### config.mk
export PLATFORM = sky130hd
export DESIGN_NAME = maxpool_relu_flat
export DESIGN_NICKNAME = d
export VERILOG_FILES = /design/src/rtl/cnn_pkg.sv /design/src/rtl/maxpool_relu_if.sv /design/src/rtl/maxpool_relu_pool_channel.sv /design/src/rtl/maxpool_relu.sv /design/src/flat_wrapper.sv
export SDC_FILE = /design/constraint.sdc
export NUM_CORES = 1
export LEC_CHECK = 0
export BUFFER_PORTS_ARGS = -buffer_cell sky130_fd_sc_hd__buf_2
export CORE_MARGIN = 2
export CORE_UTILIZATION = 36
export DETAILED_ROUTE_END_ITERATION = 10
export GPL_TIMING_DRIVEN = 1
export PLACE_DENSITY = 0.52
export SLEW_MARGIN = 25
export SYNTH_ARGS = -nofsm -noshare
export SYNTH_HDL_FRONTEND = slang
export SYNTH_SLANG_ARGS = --single-unit
### constraint.sdc
create_clock -name clk -period 7.7 [get_ports clk]
set_input_delay 1.54 -clock clk [delete_from_list [all_inputs] [get_ports clk]]
set_output_delay 1.54 -clock clk [all_outputs]
set_load 0.02 [all_outputs]
### src/rtl/cnn_pkg.sv
// Shared CNN definitions for the conv1 -> pool -> conv2 pipeline.
// Holds the default sample width, feature-map dimensions, counter widths,
// the channel count and the signed sample type.
package cnn_pkg;
  localparam int CONV_BIT    = 12;
  localparam int HALF_WIDTH  = 12;
  localparam int HALF_HEIGHT = 12;
  localparam int IN_WIDTH    = 2 * HALF_WIDTH;
  localparam int IN_HEIGHT   = 2 * HALF_HEIGHT;
  localparam int ROW_W       = 5;
  localparam int COL_W       = 5;
  localparam int IDX_W       = 4;
  localparam int NUM_CH      = 3;

  typedef logic signed [CONV_BIT-1:0] sample_t;
endpackage

### src/rtl/maxpool_relu_if.sv
// Stream bundle between conv1_layer and conv2_layer through the pooling stage.
//   valid_in / conv_out_1..3       : input samples, one per channel per valid cycle
//   valid_out_relu / max_value_1..3: pooled+ReLU samples, one-cycle strobe
// master = upstream producer / downstream consumer side, slave = pooling block.
interface maxpool_relu_if #(
  parameter int CONV_BIT = 12
);
  logic                       valid_in;
  logic signed [CONV_BIT-1:0] conv_out_1;
  logic signed [CONV_BIT-1:0] conv_out_2;
  logic signed [CONV_BIT-1:0] conv_out_3;
  logic                       valid_out_relu;
  logic signed [CONV_BIT-1:0] max_value_1;
  logic signed [CONV_BIT-1:0] max_value_2;
  logic signed [CONV_BIT-1:0] max_value_3;

  modport master (
    output valid_in, conv_out_1, conv_out_2, conv_out_3,
    input  valid_out_relu, max_value_1, max_value_2, max_value_3
  );

  modport slave (
    input  valid_in, conv_out_1, conv_out_2, conv_out_3,
    output valid_out_relu, max_value_1, max_value_2, max_value_3
  );
endinterface

### src/rtl/maxpool_relu_pool_channel.sv
// pool_channel: one channel of 2x2/stride-2 max pooling plus ReLU.
//   clk, rst_n  : clock, synchronous active-low reset (output register only)
//   din         : signed input sample
//   store_pair  : even column -> latch din in pair register
//   write_buf   : even row, odd column -> store horizontal max in line buffer
//   emit        : odd row, odd column -> register ReLU(max of 2x2 window)
//   buf_idx     : pooled column index (col >> 1)
//   dout        : pooled result, holds between emits
module pool_channel #(
  parameter int CONV_BIT = cnn_pkg::CONV_BIT,
  parameter int DEPTH    = cnn_pkg::HALF_WIDTH,
  parameter int IDX_W    = $clog2(DEPTH)
) (
  input  logic                       clk,
  input  logic                       rst_n,
  input  logic signed [CONV_BIT-1:0] din,
  input  logic                       store_pair,
  input  logic                       write_buf,
  input  logic                       emit,
  input  logic [IDX_W-1:0]           buf_idx,
  output logic signed [CONV_BIT-1:0] dout
);
  import cnn_pkg::*;

  logic signed [CONV_BIT-1:0] p;
  logic signed [CONV_BIT-1:0] line_buf [DEPTH];
  logic signed [CONV_BIT-1:0] m, b, r, relu;

  // p and line_buf are always written before being read within a frame,
  // so they carry no reset.
  always_ff @(posedge clk) begin
    if (store_pair) p <= din;
    if (write_buf)  line_buf[buf_idx] <= m;
  end

  always_comb begin
    m    = (din > p) ? din : p;
    b    = line_buf[buf_idx];
    r    = (b > m) ? b : m;
    relu = r[CONV_BIT-1] ? '0 : r;
  end

  always_ff @(posedge clk) begin
    if (!rst_n)    dout <= '0;
    else if (emit) dout <= relu;
  end
endmodule

### src/rtl/maxpool_relu.sv
// maxpool_relu: 2x2 stride-2 max pool + ReLU over three lockstep channels.
//   clk, rst_n : clock, synchronous active-low reset
//   pool       : slave side of maxpool_relu_if (inputs from conv1, pooled
//                outputs and valid_out_relu strobe to conv2)
// Holds the shared row/col raster counters and drives per-channel controls.
module maxpool_relu #(
  parameter int CONV_BIT    = cnn_pkg::CONV_BIT,
  parameter int HALF_WIDTH  = cnn_pkg::HALF_WIDTH,
  parameter int HALF_HEIGHT = cnn_pkg::HALF_HEIGHT
) (
  input  logic          clk,
  input  logic          rst_n,
  maxpool_relu_if.slave pool
);
  import cnn_pkg::*;

  localparam int CW    = $clog2(2 * HALF_WIDTH);
  localparam int RW    = $clog2(2 * HALF_HEIGHT);
  localparam int IDX_W = $clog2(HALF_WIDTH);
  localparam logic [CW-1:0] COL_LAST = CW'(2 * HALF_WIDTH - 1);
  localparam logic [RW-1:0] ROW_LAST = RW'(2 * HALF_HEIGHT - 1);

  logic [CW-1:0]    col;
  logic [RW-1:0]    row;
  logic             store_pair, write_buf, emit;
  logic [IDX_W-1:0] buf_idx;
  logic             vld_out;

  logic [NUM_CH-1:0][CONV_BIT-1:0] din_arr;
  logic [NUM_CH-1:0][CONV_BIT-1:0] dout_arr;

  always_ff @(posedge clk) begin
    if (!rst_n) begin
      col <= '0;
      row <= '0;
    end else if (pool.valid_in) begin
      if (col == COL_LAST) begin
        col <= '0;
        row <= (row == ROW_LAST) ? '0 : row + 1'b1;
      end else begin
        col <= col + 1'b1;
      end
    end
  end

  // Pair index is col[0]; row parity picks line-buffer write vs. final compare.
  always_comb begin
    store_pair = pool.valid_in & ~col[0];
    write_buf  = pool.valid_in &  col[0] & ~row[0];
    emit       = pool.valid_in &  col[0] &  row[0];
    buf_idx    = IDX_W'(col >> 1);
  end

  always_ff @(posedge clk) begin
    if (!rst_n) vld_out <= 1'b0;
    else        vld_out <= emit;
  end

  assign din_arr = {pool.conv_out_3, pool.conv_out_2, pool.conv_out_1};

  for (genvar n = 0; n < NUM_CH; n++) begin : g_ch
    pool_channel #(
      .CONV_BIT (CONV_BIT),
      .DEPTH    (HALF_WIDTH),
      .IDX_W    (IDX_W)
    ) u_ch (
      .clk        (clk),
      .rst_n      (rst_n),
      .din        (din_arr[n]),
      .store_pair (store_pair),
      .write_buf  (write_buf),
      .emit       (emit),
      .buf_idx    (buf_idx),
      .dout       (dout_arr[n])
    );
  end

  assign pool.valid_out_relu = vld_out;
  assign pool.max_value_1    = dout_arr[0];
  assign pool.max_value_2    = dout_arr[1];
  assign pool.max_value_3    = dout_arr[2];
endmodule

### src/flat_wrapper.sv
// flat-port wrapper written by rule: the top's interface ports become plain ports
module maxpool_relu_flat import cnn_pkg::*;
#(
  parameter int CONV_BIT    = cnn_pkg::CONV_BIT,
  parameter int HALF_WIDTH  = cnn_pkg::HALF_WIDTH,
  parameter int HALF_HEIGHT = cnn_pkg::HALF_HEIGHT
)
  (clk, rst_n, pool_valid_in, pool_conv_out_1, pool_conv_out_2, pool_conv_out_3, pool_valid_out_relu, pool_max_value_1, pool_max_value_2, pool_max_value_3);
  maxpool_relu_if #(.CONV_BIT(CONV_BIT)) pool_i ();
  input  logic clk;
  input  logic rst_n;
  input wire logic [$bits(pool_i.valid_in)-1:0] pool_valid_in;
  input wire logic [$bits(pool_i.conv_out_1)-1:0] pool_conv_out_1;
  input wire logic [$bits(pool_i.conv_out_2)-1:0] pool_conv_out_2;
  input wire logic [$bits(pool_i.conv_out_3)-1:0] pool_conv_out_3;
  output wire logic [$bits(pool_i.valid_out_relu)-1:0] pool_valid_out_relu;
  output wire logic [$bits(pool_i.max_value_1)-1:0] pool_max_value_1;
  output wire logic [$bits(pool_i.max_value_2)-1:0] pool_max_value_2;
  output wire logic [$bits(pool_i.max_value_3)-1:0] pool_max_value_3;
  assign pool_i.valid_in = pool_valid_in;
  assign pool_i.conv_out_1 = pool_conv_out_1;
  assign pool_i.conv_out_2 = pool_conv_out_2;
  assign pool_i.conv_out_3 = pool_conv_out_3;
  assign pool_valid_out_relu = pool_i.valid_out_relu;
  assign pool_max_value_1 = pool_i.max_value_1;
  assign pool_max_value_2 = pool_i.max_value_2;
  assign pool_max_value_3 = pool_i.max_value_3;
  maxpool_relu #(.CONV_BIT(CONV_BIT), .HALF_WIDTH(HALF_WIDTH), .HALF_HEIGHT(HALF_HEIGHT)) u_core (.clk(clk), .rst_n(rst_n), .pool(pool_i));
endmodule
==> impl_metrics.yaml, run 1 <==
run_status:
  status: "finished, final reports clean"
cts:
  cts_num_sinks: 516
  clk_latency_ps: 600
  cts_resized: 0
  clk_pin_slew_ps: 60
  numCtsBuffers: 56
  cts_tree: "yes"
  cts_buffer_depth: 3
  cts-root-buf: "clkbuf_16"
  htreeDepth: 2
  postCtsSetupBuffers: 0
  hold_buffers: 0
global_routing:
  grt_pass1_wl_mm: 81.2
  track_usage_pct: 16.9
  antenna_found_initial: 2
  grt_max_degree: 52
  gr-total-overflow: 0
  grt_pass1_vias: 12900
drt:
  top_layer: "met5"
  wirelength_mm: 54.2
  vias: 12600
  met3WireLength_mm: 1.86
  wl_met2_mm: 26.4
  dr.first_iter.drc_count: 929
  drcViolationCount: 0
  wire_per_inst_um: 22.8
  routedLengthMet1_mm: 25.0
  dr.pass1.iters: 5
  via_per_inst: 5.31
  postRouteAntennaNets: 0
floorplan:
  dieArea_um2: 64600
  die_y_um: 254
  core_um2: 61800
  ios: 76
  num_rows: 91
  die_w_um: 254
  start_util_pct: 36.4
critical_path:
  reg2reg_slack_ps: 2540
  timing.rr.end: "u_core.g_ch[2].u_ch.dout[6]"
  crit_family: "compound AO/OA/AOI/OAI gates"
  arrival_ps: 6220
  path_cells: "buf_2, ha_1, a21o_1, a211o_1, o221a_2, nor2_1, buf_4, mux2_2, inv_1, ha_1, and4_1, o211a_1, o32ai_1, o221ai_1, o311ai_2, nor2_1, o31a_1"
  cp.buffers_inverters: 3
  start_kind: "input port"
  critPathKind: "in -> reg"
  reg2reg_depth: 18
  cp_max_fo: 14
  cp_slowest_cell: "o311ai_2"
  r2r-start: "u_core.g_ch[2].u_ch.p[5]"
  crit_path_end_kind: "register"
  cp_data_required_time_ps: 8190
  crit_path_max_incr_delay_ps: 680
power:
  cellPowerDensity_nw_per_um2: 253
  power.leakage_nw: 8.66
  ir_drop_mv: 0.139
cells_and_area:
  fillerInstances: 5572
  flow.area_growth_from_synthesis_pct: 14.7
  ff_latch_area_um2: 15000
  fin_nets: 1602
  multi_input_area_um2: 6980
  drive_above_1_share_pct: 22.5
  diodes: 0
synthesis:
  synth_area_leaders: "edfxtp_1 (62%), mux4_2 (9.7%), dfxtp_1 (4.3%), ha_1 (3.6%), mux2i_1 (2.4%)"
  syn_area_um2: 22500
  netlist_instances: 1404
  syn_area_per_cell_um2: 16.1
  synth_edf_count: 468
  synth_top_area_share_pct: 62.4
  synth.distinct_cells: 83
  ys.flop_type: "edfxtp_1"
  seq_area_frac_synth_pct: 66.6
  ys_warn_count: 0
  async_flop_share_pct: 0
  yosysTopAreaCell: "edfxtp_1"
  ys_ff_latch: 516
timing:
  min_period_ps: 5730
  fin_skew_ps: 14.6
  setup_ws_ps: 1970
  slew_headroom_pct: 37.6
  worst_pin_slew_ps: 933
  setup_viol: 0
  rsz0062_at_grt: "false"
  finalHoldViolations: 0
  max_freq_mhz: 174
  fin_crit_sh_pct: 74.5
  maxSlewViolCount: 0
  tns_ps: 0
flow_run:
  maxCapViolations: 0
min_path:
  holdPathStages: 2
  worstHoldStart: "u_core.row[1]"
  holdCritPathClass: "reg -> reg"
  whs_endpoint: "u_core.row[1]"
placement:
  pre_cts_slack_ps: 1380
  place_congestion: 0.823
  io_buffers: 72
  hpwl_mm: 32.7
worst max path at each step:
stage	end	cells past startpoint	startpoint	slack, ps
after global placement	u_core.g_ch[2].u_ch.dout[6]	17	pool_conv_out_3[9]	1250
after global routing	u_core.g_ch[2].u_ch.dout[6]	18	pool_conv_out_3[5]	1560
after floorplan	u_core.g_ch[0].u_ch.line_buf[0][0]	3	pool_valid_in	1700
final	u_core.g_ch[2].u_ch.dout[6]	17	pool_conv_out_3[9]	1970
after detailed placement	u_core.g_ch[2].u_ch.dout[6]	18	pool_conv_out_3[5]	1380
after CTS	u_core.g_ch[2].u_ch.dout[6]	17	pool_conv_out_3[9]	2000
metrics by stage:
| step | instance area (um2) | power [mW] | utilization [%] | hold WS [ps] | cells |
|---|---|---|---|---|---|
| 5_1_grt | 25800 | 6.77 | 41.8 | 514 | 2379 |
| 2_1_floorplan | 22500 | 3.66 | - | 454 | 1406 |
| 4_1_cts | 25800 | 6.61 | 41.8 | 484 | 2379 |
| 6_report | 25800 | 6.54 | 41.8 | 481 | 2379 |
| 3_3_place_gp | 23900 | 3.83 | 38.7 | 468 | 2277 |
| 3_5_place_dp | 24000 | 3.85 | 38.7 | 470 | 2277 |
area by class of cell:
| class | count | share of cell area (%) |
|---|---|---|
| Clock buffer | 68 | 5.68 |
| Clock inverter | 34 | 1.58 |
| Inverter | 90 | 1.31 |
| Multi-Input combinational cell | 736 | 27.0 |
| Sequential cell | 516 | 58.2 |
| Tap cell | 837 | 4.05 |
| Timing Repair Buffer | 98 | 2.20 |
power by group:
part	switching (mW)	internal [mW]
sequential	0.0265	3.16
clock	1.10	1.65
combinational	0.393	0.205
metal layers:
metal | GRT usage (%) | vias up
li1 | - | 5769
met1 | 23.2 | 6563
met2 | 28.4 | 241
met3 | 2.39 | 59
met4 | 4.47 | 2
met5 | 0 | -
cell usage after synthesis, drive strengths merged, types with 10 or more instances:
master / instances
buf: 35
nand2b: 16
clkbuf: 29
o211ai: 23
a21o: 17
mux4: 98
nand4: 18
o21ai: 33
nand2: 92
a21oi: 51
edfxtp: 468
mux2: 23
dfxtp: 48
a31oi: 10
ha: 65
mux2i: 54
nor3: 11
inv: 90
nor2: 54
worst min-delay path: stages, from the launching register on:
cell,delay (ps)
dfxtp_1,320
nand2_1,60
a21oi_1,50
kinds of logic after synthesis:
kind of cell / synth area share [%]
AO/OA/AOI/OAI: 7.69
AND/OR/NAND/NOR: 5.42
buffers and inverters: 2.93
adder cells (fa/ha/maj): 3.61
multiplexers: 13.4
other: 0.0166
XOR/XNOR: 0.272
flip-flops: 66.6
state kept, by name, indices dropped and copies added (netlist names), named ones only:
signal / count
u_core.col: 5
u_core.g_ch.u_ch.dout: 33
u_core.g_ch.u_ch.line_buf: 432
u_core.g_ch.u_ch.p: 36
u_core.pool.valid_out_relu: 1
u_core.row: 5
cell usage in the layout, fill, tap and decap left out, drive strengths merged, types with 33 or more instances in the layout:
cell type  netlist  routed
inv             90      91
ha              65      65
o21ai           33      33
nor2            54      54
mux4            98      98
nand2           92      92
dfxtp           48      48
edfxtp         468     468
a21oi           51      51
clkbuf          29      68
mux2i           54      54
buf             35      98
No activity file was read; power rests on OpenSTA's default activity.
==> inputs of run 2 (changes only) <==
==> constraint.sdc (replaced) <==
create_clock -name clk -period 5.91 [get_ports clk]
set_input_delay 1.182 -clock clk [delete_from_list [all_inputs] [get_ports clk]]
set_output_delay 1.182 -clock clk [all_outputs]
set_load 0.02 [all_outputs]
==> run 2 against run 1 <==
Clock power up 28%. Clock skew shrank 1.6 ps. First-iteration DRC count fell by 13%.
==> impl_metrics.yaml, run 2 (synthesized netlist as in run 1, its figures left out) <==
timing:
  tns_ps: 0
  setup_viol: 0
  fin_skew_ps: 13.0
  fin_hold_ws_ps: 482
  slew_headroom_pct: 29.4
  worst_pin_slew_ps: 1050
  rsz0062_at_grt: "false"
  max_freq_mhz: 193
  maxSlewViolCount: 0
  fin_crit_sh_pct: 87.5
  min_period_ps: 5170
  finalHoldViolations: 0
critical_path:
  arrival_ps: 5610
  critPathKind: "in -> reg"
  path_cells: "buf_2, ha_1, nor2b_1, o211ai_1, a211oi_1, or4_1, nand3_1, buf_4, mux2i_1, ha_1, and3_1, nand3_1, o22ai_1, a2111oi_0, o21ba_2, o221ai_1"
  cp_max_fo: 11
  crit_family: "compound AO/OA/AOI/OAI gates"
  r2r-start: "u_core.g_ch[0].u_ch.p[1]"
  start_kind: "input port"
  cp.buffers_inverters: 2
  reg2reg_depth: 16
  timing.rr.end: "u_core.g_ch[0].u_ch.dout[7]"
  crit_path_max_incr_delay_ps: 620
  crit_path_end_kind: "register"
  reg2reg_slack_ps: 1070
  cp_slowest_cell: "o22ai_1"
  cp_data_required_time_ps: 6350
global_routing:
  track_usage_pct: 17.2
  grt_max_degree: 52
  gr-total-overflow: 0
  antenna_found_initial: 2
  grt_pass1_wl_mm: 82.9
  grt_pass1_vias: 13200
cells_and_area:
  largest-register: "u_core.g_ch.u_ch.line_buf"
  largest_register_ffs: 432
  ff_latch_area_um2: 15000
  layout.cells.most_common_list: "edfxtp_1 (468), mux4_2 (97), nand2_1 (92)"
  mostFrequentLayoutCell: "edfxtp_1"
  largestRegisters: "u_core.g_ch.u_ch.line_buf: 432 flops, u_core.g_ch.u_ch.p: 36 flops, u_core.g_ch.u_ch.dout: 33 flops"
  drive_above_1_share_pct: 23.1
  multi_input_area_um2: 6980
  flow.area_growth_from_synthesis_pct: 15.3
  fin_nets: 1620
  fillerInstances: 5527
  diodes: 0
  stdcell_count: 2399
cts:
  cts_tree: "yes"
  cts_buffer_depth: 3
  hold_buffers: 0
  numCtsBuffers: 56
  cts_resized: 0
  htreeDepth: 2
  cts-root-buf: "clkbuf_16"
  cts_num_sinks: 516
  clk_latency_ps: 600
  postCtsSetupBuffers: 0
  clk_pin_slew_ps: 60
drt:
  drcViolationCount: 0
  dr.pass1.iters: 5
  wirelength_mm: 55.0
  postRouteAntennaNets: 0
  wire_per_inst_um: 22.9
  vias: 12800
  via_per_inst: 5.32
  dr.first_iter.drc_count: 804
floorplan:
  dieArea_um2: 64600
  core_um2: 61800
  die_y_um: 254
  ios: 76
  die_w_um: 254
  num_rows: 91
  start_util_pct: 36.4
min_path:
  whs_endpoint: "u_core.g_ch[0].u_ch.dout[6]"
  holdPathStages: 2
  worstHoldStart: "u_core.g_ch[0].u_ch.dout[6]"
  holdCritPathClass: "reg -> reg"
power:
  total_power_mw: 8.46
  ir_drop_mv: 0.227
  power.leakage_nw: 8.77
  cellPowerDensity_nw_per_um2: 326
placement:
  io_buffers: 72
  hpwl_mm: 35.2
  dp_cells: 2294
  place_congestion: 0.819
flow_run:
  maxCapViolations: 0
run_status:
  status: "finished, final reports clean"
run 2: final cells by class:
cell class                      instances  share of cell area, %
Clock inverter                         35                   1.43
Timing Repair Buffer                  116                   2.91
Inverter                               90                   1.30
Tap cell                              837                   4.03
Sequential cell                       516                   57.8
Clock buffer                           69                   5.66
Multi-Input combinational cell        736                   26.8
run 2: through the flow:
stage	setup WS [ps]	area, um2	util, %
floorplan	271	22500	-
global placement	237	24100	38.9
detailed placement	150	24100	39.0
CTS	785	26000	42.0
global route	509	26000	42.0
finish	740	26000	42.0
run 2: worst max path at each step:
stage / from / to / slack [ps] / cells after the start
global placement: pool_conv_out_1[1] / u_core.g_ch[0].u_ch.dout[6] / 240 / 16
global route: pool_conv_out_1[11] / u_core.g_ch[0].u_ch.dout[5] / 510 / 15
floorplan: pool_valid_in / u_core.g_ch[0].u_ch.line_buf[0][0] / 270 / 3
finish: pool_conv_out_1[1] / u_core.g_ch[0].u_ch.dout[7] / 740 / 16
CTS: pool_conv_out_1[1] / u_core.g_ch[0].u_ch.dout[5] / 780 / 16
detailed placement: pool_conv_out_1[1] / u_core.g_ch[0].u_ch.dout[7] / 150 / 16
run 2: metal layers:
layer  vias up  part of all wire [%]  global-route usage, %
met5         -                 0.015                      0
met4         2                   2.3                   5.16
met3        83                   4.2                   2.57
met2       290                    49                   29.2
met1      6571                    44                   23.0
li1       5809                     -                      -
run 2: worst min-delay path, stage by stage (launching register included):
cell      delay (ps)
dfxtp_1          340
nand2_1           50
o221ai_1          60
run 2: where the power goes:
part / internal, mW / leakage [nW] / switching, mW / total [mW]
sequential: 4.12 / 4.63 / 0.0331 / 4.15
clock: 2.11 / 0.904 / 1.41 / 3.52
combinational: 0.277 / 3.24 / 0.514 / 0.791
==> inputs of run 3 (changes only) <==
--- a/config.mk
+++ b/config.mk
@@ -6,11 +6,11 @@
 export NUM_CORES = 1
 export LEC_CHECK = 0
 export BUFFER_PORTS_ARGS = -buffer_cell sky130_fd_sc_hd__buf_2
-export CORE_MARGIN = 2
 export CORE_UTILIZATION = 36
 export DETAILED_ROUTE_END_ITERATION = 10
 export GPL_TIMING_DRIVEN = 1
 export PLACE_DENSITY = 0.52
+export RECOVER_POWER = 100
 export SLEW_MARGIN = 25
 export SYNTH_ARGS = -nofsm -noshare
 export SYNTH_HDL_FRONTEND = slang
==> run 3 against run 2 <==
The run now ends with capacitance limit, slew limit left. Sequential share of layout area rose by 0.64 points. Via count rose by 0.27%. Combinational power barely moved. Critical path type unchanged. Highest routed layer is now met4.
==> impl_metrics.yaml, run 3 (synthesized netlist as in run 1, its figures left out) <==
run_status:
  status: "complete, but fails checks"
  violations: "capacitance limit, slew limit"
min_path:
  whs_endpoint: "u_core.row[1]"
  holdPathStages: 2
  worstHoldStart: "u_core.row[1]"
  holdCritPathClass: "reg -> reg"
critical_path:
  cp.buffers_inverters: 3
  path_cells: "clkbuf_1, ha_1, nand4_1, o21ba_1, a21o_1, a211oi_2, clkbuf_1, mux2_1, ha_1, nor2b_1, o21ai_0, nand2b_1, a21oi_1, o41ai_2, nor4_2, buf_12, or4_1, a31oi_1"
  crit_path_end_kind: "register"
  start_kind: "input port"
  reg2reg_slack_ps: 770
  timing.rr.end: "u_core.g_ch[2].u_ch.dout[6]"
  critPathKind: "in -> reg"
  crit_path_max_incr_delay_ps: 800
  reg2reg_depth: 18
  cp_max_fo: 22
  arrival_ps: 5940
  path_depth: 18
  r2r-start: "u_core.g_ch[2].u_ch.p[7]"
  cp_slowest_cell: "clkbuf_1"
  cp_data_required_time_ps: 6430
  crit_family: "compound AO/OA/AOI/OAI gates"
global_routing:
  gr-total-overflow: 0
  grt_max_degree: 39
  antenna_found_initial: 0
  grt_pass1_wl_mm: 83.3
  grt_pass1_vias: 13100
  track_usage_pct: 17.5
cts:
  postCtsSetupBuffers: 0
  cts-root-buf: "clkbuf_16"
  clk_latency_ps: 610
  cts_num_sinks: 516
  cts_resized: 0
  numCtsBuffers: 56
  hold_buffers: 0
  cts_tree: "yes"
  htreeDepth: 2
  clk_pin_slew_ps: 60
  cts_buffer_depth: 3
cells_and_area:
  drive_above_1_share_pct: 15.5
  fin_nets: 1613
  largestRegisters: "u_core.g_ch.u_ch.line_buf: 432 flops, u_core.g_ch.u_ch.p: 36 flops, u_core.g_ch.u_ch.dout: 33 flops"
  diodes: 0
  flow.area_growth_from_synthesis_pct: 14.1
  largest-register: "u_core.g_ch.u_ch.line_buf"
  largest_register_ffs: 432
  stdcell_count: 2393
  layout.cells.most_common_list: "edfxtp_1 (468), clkbuf_1 (99), mux4_2 (97)"
  mostFrequentLayoutCell: "edfxtp_1"
drt:
  wirelength_mm: 55.2
  vias: 12800
  wire_per_inst_um: 23.1
  via_per_inst: 5.34
  dr.pass1.iters: 6
  dr.first_iter.drc_count: 986
  drcViolationCount: 0
  postRouteAntennaNets: 0
timing:
  setup_viol: 0
  fin_hold_ws_ps: 477
  finalHoldViolations: 0
  fin_crit_sh_pct: 91.6
  min_period_ps: 5420
  setup_ws_ps: 494
  worst_pin_slew_ps: 4040
  fin_skew_ps: 18.0
  slew_headroom_pct: -169
  max_freq_mhz: 185
  tns_ps: 0
  rsz0062_at_grt: "false"
  maxSlewViolCount: 348
placement:
  place_congestion: 0.845
  hpwl_mm: 34.4
  dp_cells: 2288
  pre_cts_slack_ps: 326
  io_buffers: 72
power:
  power.leakage_nw: 8.39
  ir_drop_mv: 0.223
  total_power_mw: 8.51
  cellPowerDensity_nw_per_um2: 331
floorplan:
  core_um2: 61800
  die_y_um: 252
  die_w_um: 252
  dieArea_um2: 63600
  num_rows: 91
  ios: 76
  start_util_pct: 36.4
flow_run:
  maxCapViolations: 13
-- run 3: cell types whose count changed in the layout (fill, tap and decap cells not counted), moves of 10 or more --
| cell | change |
|---|---|
| buf_2 | -71 |
| buf_4 | -30 |
| clkbuf_1 | +87 |
| mux2_1 | +10 |
| mux2_2 | -10 |
-- run 3: layer usage --
metal	GRT usage [%]	share of wire (%)	vias to the layer above
met4	5.19	2.2	0
li1	-	-	5790
met3	2.37	4.4	79
met2	29.4	49	309
met1	23.7	44	6612
met5	0	0	-
-- run 3: per-stage QoR --
stage / util [%] / instance area [um2]
6_report: 41.6 / 25700
5_1_grt: 41.6 / 25700
4_1_cts: 42.1 / 26000
3_5_place_dp: 39.0 / 24100
3_3_place_gp: 38.9 / 24000
2_1_floorplan: - / 22500
-- run 3: area by class of cell --
type / instances / area [um2]
clock buffer: 63 / 1450
clock inverter: 42 / 432
fill: 5613 / 36100
inverter: 90 / 338
multi-input combinational: 736 / 6880
sequential: 516 / 15000
tap: 837 / 1050
timing repair buffer: 109 / 529
-- run 3: report_power, final --
group,leakage [nW],internal (mW),total (mW),switching [mW]
logic,2.85,0.265,0.788,0.523
clock network,0.905,2.11,3.58,1.46
registers,4.63,4.12,4.15,0.0292
-- run 3: worst max-delay path by stage --
stage	from	endpoint	slack [ps]
after floorplan	pool_valid_in	u_core.g_ch[0].u_ch.line_buf[0][0]	270
after global placement	pool_conv_out_1[1]	u_core.g_ch[0].u_ch.dout[7]	280
after detailed placement	pool_conv_out_1[1]	u_core.g_ch[0].u_ch.dout[7]	330
after CTS	pool_conv_out_1[1]	u_core.g_ch[0].u_ch.dout[7]	950
after global routing	pool_conv_out_2[7]	u_core.g_ch[1].u_ch.dout[0]	190
final	pool_conv_out_2[11]	u_core.g_ch[1].u_ch.dout[0]	490
-- run 3: worst min-delay path, stage by stage, from the launching register on --
cell,delay (ps)
dfxtp_1,320
nand2_1,60
a21oi_1,50
